==> src/rtl/axilite_uart_slave.sv <==
// axilite_uart_slave
//   AXI4-Lite responder that exposes an 8N1 UART console to the picorv32 master.
//   It contains a TX byte FIFO that feeds a serializer, an RX deserializer with a
//   single-byte holding register, and a baud divider that can be changed at runtime.
//
// Register map (byte address, bits [3:2] select the register):
//   0x0 TXDATA (W)  push wdata[7:0] when wstrb[0]; SLVERR if the FIFO is full
//   0x4 STATUS (R)  {rx_overrun, rx_valid, tx_idle, tx_full}; a read clears rx_overrun
//   0x8 RXDATA (R)  rx_data[7:0]; a read clears rx_valid
//   0xC DIV    (RW) clocks per bit, [15:0]; values below 4 are stored as 4
//
// Ports:
//   clk, rst                      clock, synchronous active-high reset
//   s_axi_aw* / s_axi_w* / s_axi_b*  write address, data and response channels
//   s_axi_ar* / s_axi_r*          read address and data channels
//   tx                            UART transmit (idle high)
//   rx                            UART receive (asynchronous)
module axilite_uart_slave #(
    parameter int CLK_DIV    = 868,
    parameter int FIFO_DEPTH = 4
) (
    input  logic        clk,
    input  logic        rst,
    input  logic        s_axi_awvalid,
    output logic        s_axi_awready,
    input  logic [3:0]  s_axi_awaddr,
    input  logic        s_axi_wvalid,
    output logic        s_axi_wready,
    input  logic [31:0] s_axi_wdata,
    input  logic [3:0]  s_axi_wstrb,
    output logic        s_axi_bvalid,
    input  logic        s_axi_bready,
    output logic [1:0]  s_axi_bresp,
    input  logic        s_axi_arvalid,
    output logic        s_axi_arready,
    input  logic [3:0]  s_axi_araddr,
    output logic        s_axi_rvalid,
    input  logic        s_axi_rready,
    output logic [31:0] s_axi_rdata,
    output logic [1:0]  s_axi_rresp,
    output logic        tx,
    input  logic        rx
);

    localparam int          PW      = $clog2(FIFO_DEPTH);
    localparam int          CW      = PW + 1;
    localparam logic [15:0] DIV_RST = 16'(CLK_DIV);

    localparam logic [0:0] W_IDLE = 1'b0;
    localparam logic [0:0] W_RESP = 1'b1;
    localparam logic [0:0] R_IDLE = 1'b0;
    localparam logic [0:0] R_DATA = 1'b1;

    localparam logic [1:0] RX_IDLE  = 2'd0;
    localparam logic [1:0] RX_START = 2'd1;
    localparam logic [1:0] RX_DATA  = 2'd2;
    localparam logic [1:0] RX_STOP  = 2'd3;

    // Below 4 clocks per bit the half-bit start re-check and the bit timers
    // degenerate, so small divider values saturate to 4.
    function automatic logic [15:0] clamp_div(input logic [15:0] v);
        return (v < 16'd4) ? 16'd4 : v;
    endfunction

    logic [0:0]  wstate;
    logic [0:0]  rstate;
    logic [15:0] div_q;

    logic [7:0]  fifo_mem [FIFO_DEPTH];
    logic [PW-1:0] wptr;
    logic [PW-1:0] rptr;
    logic [CW-1:0] count;

    logic        tx_busy;
    logic [3:0]  tx_bitcnt;
    logic [15:0] tx_timer;
    logic [8:0]  tx_shift;

    logic [1:0]  rx_sync;
    logic        rx_prev;
    logic [1:0]  rx_state;
    logic [15:0] rx_timer;
    logic [2:0]  rx_bitcnt;
    logic [7:0]  rx_shift;
    logic [7:0]  rx_data;
    logic        rx_valid;
    logic        rx_overrun;

    logic        wr_hs;
    logic        rd_hs;
    logic [1:0]  wr_reg;
    logic [1:0]  rd_reg;
    logic        tx_full;
    logic        tx_idle;
    logic        push_req;
    logic        push;
    logic        pop;
    logic        rx_s;
    logic        rx_done;
    logic        rd_status;
    logic        rd_rxdata;
    logic [15:0] div_wr;
    logic [31:0] rd_mux;

    logic unused_bits;
    assign unused_bits = ^{s_axi_awaddr[1:0], s_axi_araddr[1:0],
                           s_axi_wdata[31:16], s_axi_wstrb[3:2]};

    // ---------------- handshakes and decode ----------------
    assign wr_hs  = !rst && (wstate == W_IDLE) && s_axi_awvalid && s_axi_wvalid;
    assign rd_hs  = !rst && (rstate == R_IDLE) && s_axi_arvalid;
    assign s_axi_awready = wr_hs;
    assign s_axi_wready  = wr_hs;
    assign s_axi_arready = rd_hs;
    assign s_axi_rresp   = 2'b00;

    assign wr_reg    = s_axi_awaddr[3:2];
    assign rd_reg    = s_axi_araddr[3:2];
    assign tx_full   = (count == CW'(FIFO_DEPTH));
    assign tx_idle   = (count == '0) && !tx_busy;
    assign push_req  = wr_hs && (wr_reg == 2'd0) && s_axi_wstrb[0];
    assign push      = push_req && !tx_full;
    assign pop       = !tx_busy && (count != '0);
    assign rd_status = rd_hs && (rd_reg == 2'd1);
    assign rd_rxdata = rd_hs && (rd_reg == 2'd2);

    assign div_wr = {s_axi_wstrb[1] ? s_axi_wdata[15:8] : div_q[15:8],
                     s_axi_wstrb[0] ? s_axi_wdata[7:0]  : div_q[7:0]};

    // ---------------- write channel ----------------
    always_ff @(posedge clk) begin
        if (rst) begin
            wstate       <= W_IDLE;
            s_axi_bvalid <= 1'b0;
            s_axi_bresp  <= 2'b00;
        end else begin
            case (wstate)
                W_IDLE: begin
                    if (wr_hs) begin
                        wstate       <= W_RESP;
                        s_axi_bvalid <= 1'b1;
                        // Only a TXDATA push that finds the FIFO full is refused.
                        s_axi_bresp  <= (push_req && tx_full) ? 2'b10 : 2'b00;
                    end
                end
                default: begin
                    if (s_axi_bready) begin
                        wstate       <= W_IDLE;
                        s_axi_bvalid <= 1'b0;
                    end
                end
            endcase
        end
    end

    always_ff @(posedge clk) begin
        if (rst) begin
            div_q <= DIV_RST;
        end else if (wr_hs && (wr_reg == 2'd3)) begin
            div_q <= clamp_div(div_wr);
        end
    end

    // ---------------- TX FIFO ----------------
    always_ff @(posedge clk) begin
        if (push) begin
            fifo_mem[wptr] <= s_axi_wdata[7:0];
        end
    end

    always_ff @(posedge clk) begin
        if (rst) begin
            wptr  <= '0;
            rptr  <= '0;
            count <= '0;
        end else begin
            if (push) wptr <= wptr + PW'(1);
            if (pop)  rptr <= rptr + PW'(1);
            case ({push, pop})
                2'b10:   count <= count + CW'(1);
                2'b01:   count <= count - CW'(1);
                default: count <= count;
            endcase
        end
    end

    // ---------------- TX serializer ----------------
    // tx_bitcnt: 0 = start bit, 1..8 = data bits, 9 = stop bit. The divider is
    // re-read at every bit boundary so a DIV write lands on the next bit.
    always_ff @(posedge clk) begin
        if (rst) begin
            tx_busy   <= 1'b0;
            tx        <= 1'b1;
            tx_bitcnt <= 4'd0;
            tx_timer  <= 16'd0;
        end else if (pop) begin
            tx_busy   <= 1'b1;
            tx        <= 1'b0;
            tx_bitcnt <= 4'd0;
            tx_timer  <= div_q - 16'd1;
        end else if (tx_busy) begin
            if (tx_timer == 16'd0) begin
                if (tx_bitcnt == 4'd9) begin
                    tx_busy <= 1'b0;
                end else begin
                    tx        <= tx_shift[0];
                    tx_bitcnt <= tx_bitcnt + 4'd1;
                    tx_timer  <= div_q - 16'd1;
                end
            end else begin
                tx_timer <= tx_timer - 16'd1;
            end
        end
    end

    // Shift register carries the stop bit above the data so the stop bit falls
    // out naturally after the eighth data bit.
    always_ff @(posedge clk) begin
        if (pop) begin
            tx_shift <= {1'b1, fifo_mem[rptr]};
        end else if (tx_busy && (tx_timer == 16'd0) && (tx_bitcnt != 4'd9)) begin
            tx_shift <= {1'b1, tx_shift[8:1]};
        end
    end

    // ---------------- RX synchronizer and deserializer ----------------
    always_ff @(posedge clk) begin
        if (rst) begin
            rx_sync <= 2'b11;
            rx_prev <= 1'b1;
        end else begin
            rx_sync <= {rx_sync[0], rx};
            rx_prev <= rx_sync[1];
        end
    end

    assign rx_s    = rx_sync[1];
    assign rx_done = (rx_state == RX_STOP) && (rx_timer == 16'd0) && rx_s;

    always_ff @(posedge clk) begin
        if (rst) begin
            rx_state  <= RX_IDLE;
            rx_timer  <= 16'd0;
            rx_bitcnt <= 3'd0;
        end else begin
            case (rx_state)
                RX_IDLE: begin
                    if (rx_prev && !rx_s) begin
                        rx_state <= RX_START;
                        rx_timer <= (div_q >> 1) - 16'd1;
                    end
                end
                RX_START: begin
                    if (rx_timer == 16'd0) begin
                        // A line that is high again at mid start bit was a glitch.
                        if (rx_s) begin
                            rx_state <= RX_IDLE;
                        end else begin
                            rx_state  <= RX_DATA;
                            rx_bitcnt <= 3'd0;
                            rx_timer  <= div_q - 16'd1;
                        end
                    end else begin
                        rx_timer <= rx_timer - 16'd1;
                    end
                end
                RX_DATA: begin
                    if (rx_timer == 16'd0) begin
                        rx_bitcnt <= rx_bitcnt + 3'd1;
                        rx_timer  <= div_q - 16'd1;
                        if (rx_bitcnt == 3'd7) rx_state <= RX_STOP;
                    end else begin
                        rx_timer <= rx_timer - 16'd1;
                    end
                end
                default: begin
                    // Stop bit sampled here; a low stop bit is dropped silently.
                    if (rx_timer == 16'd0) begin
                        rx_state <= RX_IDLE;
                    end else begin
                        rx_timer <= rx_timer - 16'd1;
                    end
                end
            endcase
        end
    end

    always_ff @(posedge clk) begin
        if ((rx_state == RX_DATA) && (rx_timer == 16'd0)) begin
            rx_shift <= {rx_s, rx_shift[7:1]};
        end
        if (rx_done) begin
            rx_data <= rx_shift;
        end
    end

    // A completing byte outranks a same-cycle RXDATA/STATUS read so that a
    // fresh byte and its overrun indication are never lost.
    always_ff @(posedge clk) begin
        if (rst) begin
            rx_valid   <= 1'b0;
            rx_overrun <= 1'b0;
        end else begin
            if (rx_done)        rx_valid <= 1'b1;
            else if (rd_rxdata) rx_valid <= 1'b0;
            if (rx_done && rx_valid) rx_overrun <= 1'b1;
            else if (rd_status)      rx_overrun <= 1'b0;
        end
    end

    // ---------------- read channel ----------------
    always_comb begin
        rd_mux = 32'd0;
        case (rd_reg)
            2'd1:    rd_mux = {28'd0, rx_overrun, rx_valid, tx_idle, tx_full};
            2'd2:    rd_mux = {24'd0, rx_data};
            2'd3:    rd_mux = {16'd0, div_q};
            default: rd_mux = 32'd0;
        endcase
    end

    always_ff @(posedge clk) begin
        if (rst) begin
            rstate       <= R_IDLE;
            s_axi_rvalid <= 1'b0;
            s_axi_rdata  <= 32'd0;
        end else begin
            case (rstate)
                R_IDLE: begin
                    if (rd_hs) begin
                        rstate       <= R_DATA;
                        s_axi_rvalid <= 1'b1;
                        s_axi_rdata  <= rd_mux;
                    end
                end
                default: begin
                    if (s_axi_rready) begin
                        rstate       <= R_IDLE;
                        s_axi_rvalid <= 1'b0;
                    end
                end
            endcase
        end
    end

endmodule

==> config.mk <==
export PLATFORM = sky130hd
export DESIGN_NAME = axilite_uart_slave
export DESIGN_NICKNAME = d
export VERILOG_FILES = /design/src/rtl/axilite_uart_slave.sv
export SDC_FILE = /design/constraint.sdc
export NUM_CORES = 1
export LEC_CHECK = 0
export CORE_ASPECT_RATIO = 1.4
export CORE_UTILIZATION = 45
export CTS_CLUSTER_SIZE = 20
export DETAILED_ROUTE_END_ITERATION = 12
export PLACE_DENSITY = 0.73
export SKIP_CTS_REPAIR_TIMING = 1
export SYNTH_ARGS = -nofsm -noshare
export SYNTH_HDL_FRONTEND = slang
export SYNTH_SLANG_ARGS = --single-unit
==> constraint.sdc <==
create_clock -name clk -period 3.1 [get_ports clk]
set_input_delay 0.31 -clock clk [delete_from_list [all_inputs] [get_ports clk]]
set_output_delay 0.31 -clock clk [all_outputs]
set_load 0.01 [all_outputs]
==> results of run 1 <==
-- layer usage --
metal	up-vias	GRT usage	part of all wire
met5	-	0	0
met3	52	0.0426	0.049
met4	0	0.105	0.039
li1	2983	-	-
met1	2967	0.258	0.41
met2	222	0.389	0.50
-- final cells by class --
class	count	area, µm²
Clock inverter	12	158
Inverter	35	131
Tap cell	203	254
Clock buffer	20	447
Timing Repair Buffer	78	711
Multi-Input combinational cell	568	3690
Sequential cell	150	3560
Fill cell	1468	7790
-- per-stage QoR --
stage               cell area, µm²   util  setup slack [ns]  power (mW)
floorplan                     7770      -             0.577        4.93
global placement              8350  0.498             0.483        5.55
detailed placement            8350  0.498             0.455        5.60
CTS                           8950  0.535             0.460        7.76
global route                  8950  0.535             0.192        8.23
finish                        8950  0.535             0.420        7.77
-- cell families after synthesis --
group	count (synthesis)	synth area share
simple gates	294	0.198
compound gates	170	0.144
flops	150	0.463
buf+inv	108	0.0673
xor+xnor	39	0.0444
mux	25	0.0476
fa+ha+maj	21	0.0351
other cells	1	0.000487
-- worst paths after layout --
path	start	endpoint	slack (ns)	cells after the start
hold reg to reg	rx_sync[0]	rx_sync[1]	0.42	1
setup reg to reg	rx_timer[0]	rx_timer[13]	0.42	9
hold / removal	rx_sync[0]	rx_sync[1]	0.42	1
setup / recovery	rx_timer[0]	rx_timer[13]	0.42	9
-- registers in the layout (all words and copies together), names as in the netlist, 2 cells and up, named ones only --
signal	cells
div_q	16
rptr	2
tx_shift	8
tx_bitcnt	4
tx_timer	16
rx_data	8
rx_shift	8
s_axi_rdata	16
rx_timer	16
wptr	2
rx_sync	2
fifo_mem	32
count	3
rx_bitcnt	3
rx_state	2
-- layout by cell type (no fill, tap or decap), types with 13 or more instances in the layout --
| cell type | count |
|---|---|
| buf_4 | 26 |
| a21oi_1 | 42 |
| nand2_1 | 57 |
| mux2_2 | 13 |
| conb_1 | 19 |
| inv_1 | 35 |
| nor2_1 | 80 |
| clkdlybuf4s50_1 | 51 |
| xor2_1 | 24 |
| nand3_1 | 43 |
| clkbuf_16 | 17 |
| o21ai_0 | 45 |
| nor4_1 | 13 |
| ha_1 | 20 |
| dfxtp_1 | 94 |
| edfxtp_1 | 56 |
| nor3_1 | 27 |
| a22oi_1 | 20 |
| xnor2_1 | 15 |
-- power by group --
group	internal, mW	switching (mW)	total [mW]
clock	1.24	0.894	2.14
sequential	2.32	0.230	2.55
combinational	1.21	1.88	3.09
-- critical path: cells and delay by family, from the launching register on --
| kind | cells | cell delay (ns) |
|---|---|---|
| flip-flops | 1 | 0.36 |
| adder cells (fa/ha/maj) | 1 | 0.15 |
| AO/OA/AOI/OAI | 3 | 0.61 |
| buffers and inverters | 2 | 0.34 |
| AND/OR/NAND/NOR | 3 | 1.14 |
==> impl_metrics.yaml, run 1 <==
synth:
  yosysUniqueCellTypes: 72
  yosys.area.top_type: "dfxtp_1"
  syn-mean-instance-area_um2: 9.53
  synth_warnings: 0
  synth-edff-count: 56
  synthTopCellsByCount: "dfxtp_1, nor2_1, nand2_1, edfxtp_1, o21ai_0"
  synth_top_area_frac: 0.244
  synth_area_mm2: 0.00770
  synth_most_common_cell: "dfxtp_1"
  ys.flop_type: "dfxtp_1"
  async_flop_share: 0
  synthCells: 808
  seq_area_frac_synth: 0.463
  synth_area_leaders: "dfxtp_1, edfxtp_1, nor2_1, ha_1, o21ai_0"
  synth_seq_cells: 150
floorplan:
  coreArea_mm2: 0.0167
  start_util: 0.460
  ios: 94
  rows: 56
  fp.dieH_um: 157
  die_area_mm2: 0.0176
  die_x_um: 113
detailed_routing:
  drt_iter0_drc: 276
  antenna_left: 0
  via_count: 6224
  avgViaCountPerCell: 5.84
  detail_route.wl_per_cell_um: 17.7
  route.detailed.drc: 0
  wirelength_mm: 18.8
  first_pass_iters: 5
worst_setup_path:
  cpPeakStageDelay_ns: 0.46
  worstSetupStartpointType: "flip-flop"
  arrival_ns: 3.02
  crit_chain: "inv_1 > ha_1 > nor4b_1 > and4_1 > buf_4 > a21o_1 > a211o_1 > a211oi_1 > nor4_1"
  required_ns: 3.44
  cp_slowest_cell: "nor4b_1"
  critical_path.endpoint_type: "flip-flop"
  crit_fanout: 12
  worstSetupPathType: "reg2reg"
pwr:
  powerDensity_mw_per_mm2: 868
  p_leak_nw: 3.22
  ir_drop_uv: 633
final_layout:
  layoutNonFillerInstCount: 1066
  drive_gt1_frac: 0.118
  nets: 923
  syn_to_final_growth_pct: 16.2
  num_antenna_cells: 0
sta:
  slew_headroom: 0.383
  fin_crit_ns: 2.68
  worst_pin_slew_ns: 0.926
  fin_crit_sh: 0.865
  final.setup.tns_ns: 0
  hold_viol_final: 0
  fmax_ghz: 0.373
  setup_viol: 0
  holdWs_ns: 0.416
  rsz0062_at_grt: "false"
  skew_ns: 0.00851
  maxSlewViolCount: 0
hold_path:
  hold_path_class: "reg2reg"
status:
  outcome: "finished, final reports clean"
clock_network:
  insertion_delay_ns: 0.43
  root_buffer: "clkbuf_16"
  ctsLongestPathBuffers: 2
  ctsHtreeMaxLevel: 4
  cts_tree: "built"
  cts_num_sinks: 150
  path_clk_slew_ns: 0.07
  numCtsBuffers: 17
global_route:
  grt_pass1_wl_mm: 30.1
  grt_max_degree: 44
  grt_pass1_vias: 5899
  track_usage: 0.221
  globalRouteOverflowTotal: 0
  antenna_found_initial: 0
placement:
  hpwl_mm: 13.2
  port_buffers: 52
  dpl.cell_count: 1034
  gp_congestion: 0.918
run:
  drv_cap: 0
No activity file was read; power rests on OpenSTA's default activity.
==> run 2, diff against run 1 <==
--- a/config.mk
+++ b/config.mk
@@ -6,10 +6,10 @@
 export NUM_CORES = 1
 export LEC_CHECK = 0
 export CORE_ASPECT_RATIO = 1.4
-export CORE_UTILIZATION = 45
+export CORE_UTILIZATION = 38
 export CTS_CLUSTER_SIZE = 20
 export DETAILED_ROUTE_END_ITERATION = 12
-export PLACE_DENSITY = 0.73
+export PLACE_DENSITY = 0.64
 export SKIP_CTS_REPAIR_TIMING = 1
 export SYNTH_ARGS = -nofsm -noshare
 export SYNTH_HDL_FRONTEND = slang
==> impl_metrics.yaml, run 2 (synthesis gave the netlist of run 1 again) <==
status:
  outcome: "finished, final reports clean"
sta:
  maxSlewViolCount: 0
  slew_headroom: 0.409
  fin_crit_ns: 2.65
  fin_crit_sh: 0.856
  fmax_ghz: 0.377
  skew_ns: 0.0138
  timing.final.ws_setup_ns: 0.445
  hold_viol_final: 0
  rsz0062_at_grt: "false"
  worst_pin_slew_ns: 0.886
  final.setup.tns_ns: 0
  setup_viol: 0
placement:
  gp_congestion: 0.887
  placed_cell_area_mm2: 0.00843
  dpl.cell_count: 1084
  dp_slack_ns: 0.415
  hpwl_mm: 13.5
  port_buffers: 52
worst_setup_path:
  cp-startpoint: "div_q[2]"
  crit_fanout: 6
  cp.depth: 8
  critical_path.endpoint_type: "flip-flop"
  r2r_start: "div_q[2]"
  crit_chain: "inv_1 > ha_1 > or4b_2 > nor3b_1 > nand3_1 > xnor2_1 > o21ai_0 > a211oi_1"
  worstSetupPathType: "reg2reg"
  required_ns: 3.45
  worstSetupStartpointType: "flip-flop"
  cp_slowest_cell: "or4b_2"
  cp_num_buf_inv: 1
  rr_worst_depth: 8
  cpPeakStageDelay_ns: 0.62
  arrival_ns: 3.01
  path_delay_family: "simple AND/OR/NAND/NOR gates"
global_route:
  grt_max_degree: 47
  grt_pass1_wl_mm: 31.3
  track_usage: 0.195
  globalRouteOverflowTotal: 0
  antenna_found_initial: 0
  grt_pass1_vias: 6051
final_layout:
  nets: 924
  drive_gt1_frac: 0.122
  layoutNonFillerInstCount: 1116
  largest_reg_flops: 32
  syn_to_final_growth_pct: 17.5
  mostFrequentLayoutCells: "dfxtp_1, nor2_1, nand2_1, edfxtp_1, clkdlybuf4s50_1"
  mostFrequentLayoutCell: "dfxtp_1"
  final_area_mm2: 0.00905
  largest_register: "fifo_mem"
  num_antenna_cells: 0
detailed_routing:
  first_pass_iters: 5
  drt_iter0_drc: 362
  wirelength_mm: 19.0
  antenna_left: 0
  avgViaCountPerCell: 5.52
  route.detailed.drc: 0
  detail_route.wl_per_cell_um: 17.0
  via_count: 6161
floorplan:
  coreArea_mm2: 0.0198
  start_util: 0.388
  die_x_um: 122
  rows: 61
  die_area_mm2: 0.0208
  fp.dieH_um: 170
  ios: 94
pwr:
  power_frac_seq: 0.325
  clkPwrFrac: 0.276
  switching_power_mw: 3.07
  powerDensity_mw_per_mm2: 863
  ir_drop_uv: 506
  internal-power_mw: 4.74
  power_switching_share: 0.394
  power_frac_comb: 0.399
  p_leak_nw: 3.23
  p_total_mw: 7.81
clock_network:
  path_clk_slew_ns: 0.07
  root_buffer: "clkbuf_16"
  cts_tree: "built"
  numCtsBuffers: 17
  ctsLongestPathBuffers: 2
  insertion_delay_ns: 0.44
  ctsHtreeMaxLevel: 4
  cts_num_sinks: 150
run:
  drv_cap: 0
hold_path:
  hold_depth: 4
  min_from: "rst"
  hold_path_class: "in2reg"
-- run 2: power groups by stage --
stage	Clock (mW)	Sequential, mW	Combinational, mW
floorplan	0	2.52	2.41
global placement	0	2.58	3.06
detailed placement	0	2.58	3.09
CTS	2.19	2.54	3.11
global route	2.27	2.58	3.46
finish	2.15	2.54	3.12
-- run 2: routing by layer --
layer / share of wire / global-route usage
met5: 0 / 0
met4: 0.035 / 0.101
met2: 0.51 / 0.333
met1: 0.42 / 0.230
met3: 0.039 / 0.0355
-- run 2: worst paths after layout --
path	endpoint	slack, ns
min	wstate	0.41
max reg2reg	tx_timer[15]	0.45
min reg2reg	rx_sync[1]	0.41
max	tx_timer[15]	0.45
-- run 2: cell type report --
class | instances | area [µm²]
Clock buffer | 17 | 425
Clock inverter | 15 | 198
Fill cell | 1936 | 10800
Inverter | 35 | 131
Multi-Input combinational cell | 568 | 3690
Sequential cell | 150 | 3560
Tap cell | 252 | 315
Timing Repair Buffer | 79 | 731
-- run 2: worst reg2reg max path, cell delays in order (launching register included) --
cell and delay [ns]:
dfxtp_1 0.37, inv_1 0.13, ha_1 0.27, or4b_2 0.62, nor3b_1 0.31, nand3_1 0.14, xnor2_1 0.37, o21ai_0 0.13
a211oi_1 0.24
-- run 2: through the flow --
| step | utilization | hold WS (ns) |
|---|---|---|
| 4_1_cts | 0.456 | 0.389 |
| 3_5_place_dp | 0.425 | 0.393 |
| 2_1_floorplan | - | 0.389 |
| 5_1_grt | 0.456 | 0.414 |
| 3_3_place_gp | 0.425 | 0.394 |
| 6_report | 0.456 | 0.410 |
==> run 3, diff against run 2 <==
--- a/config.mk
+++ b/config.mk
@@ -9,6 +9,7 @@
 export CORE_UTILIZATION = 38
 export CTS_CLUSTER_SIZE = 20
 export DETAILED_ROUTE_END_ITERATION = 12
+export HOLD_SLACK_MARGIN = 0.02
 export PLACE_DENSITY = 0.64
 export SKIP_CTS_REPAIR_TIMING = 1
 export SYNTH_ARGS = -nofsm -noshare
==> results of run 3 <==
Same layout as run 2: the final DEF is identical, and so are final timing and power.
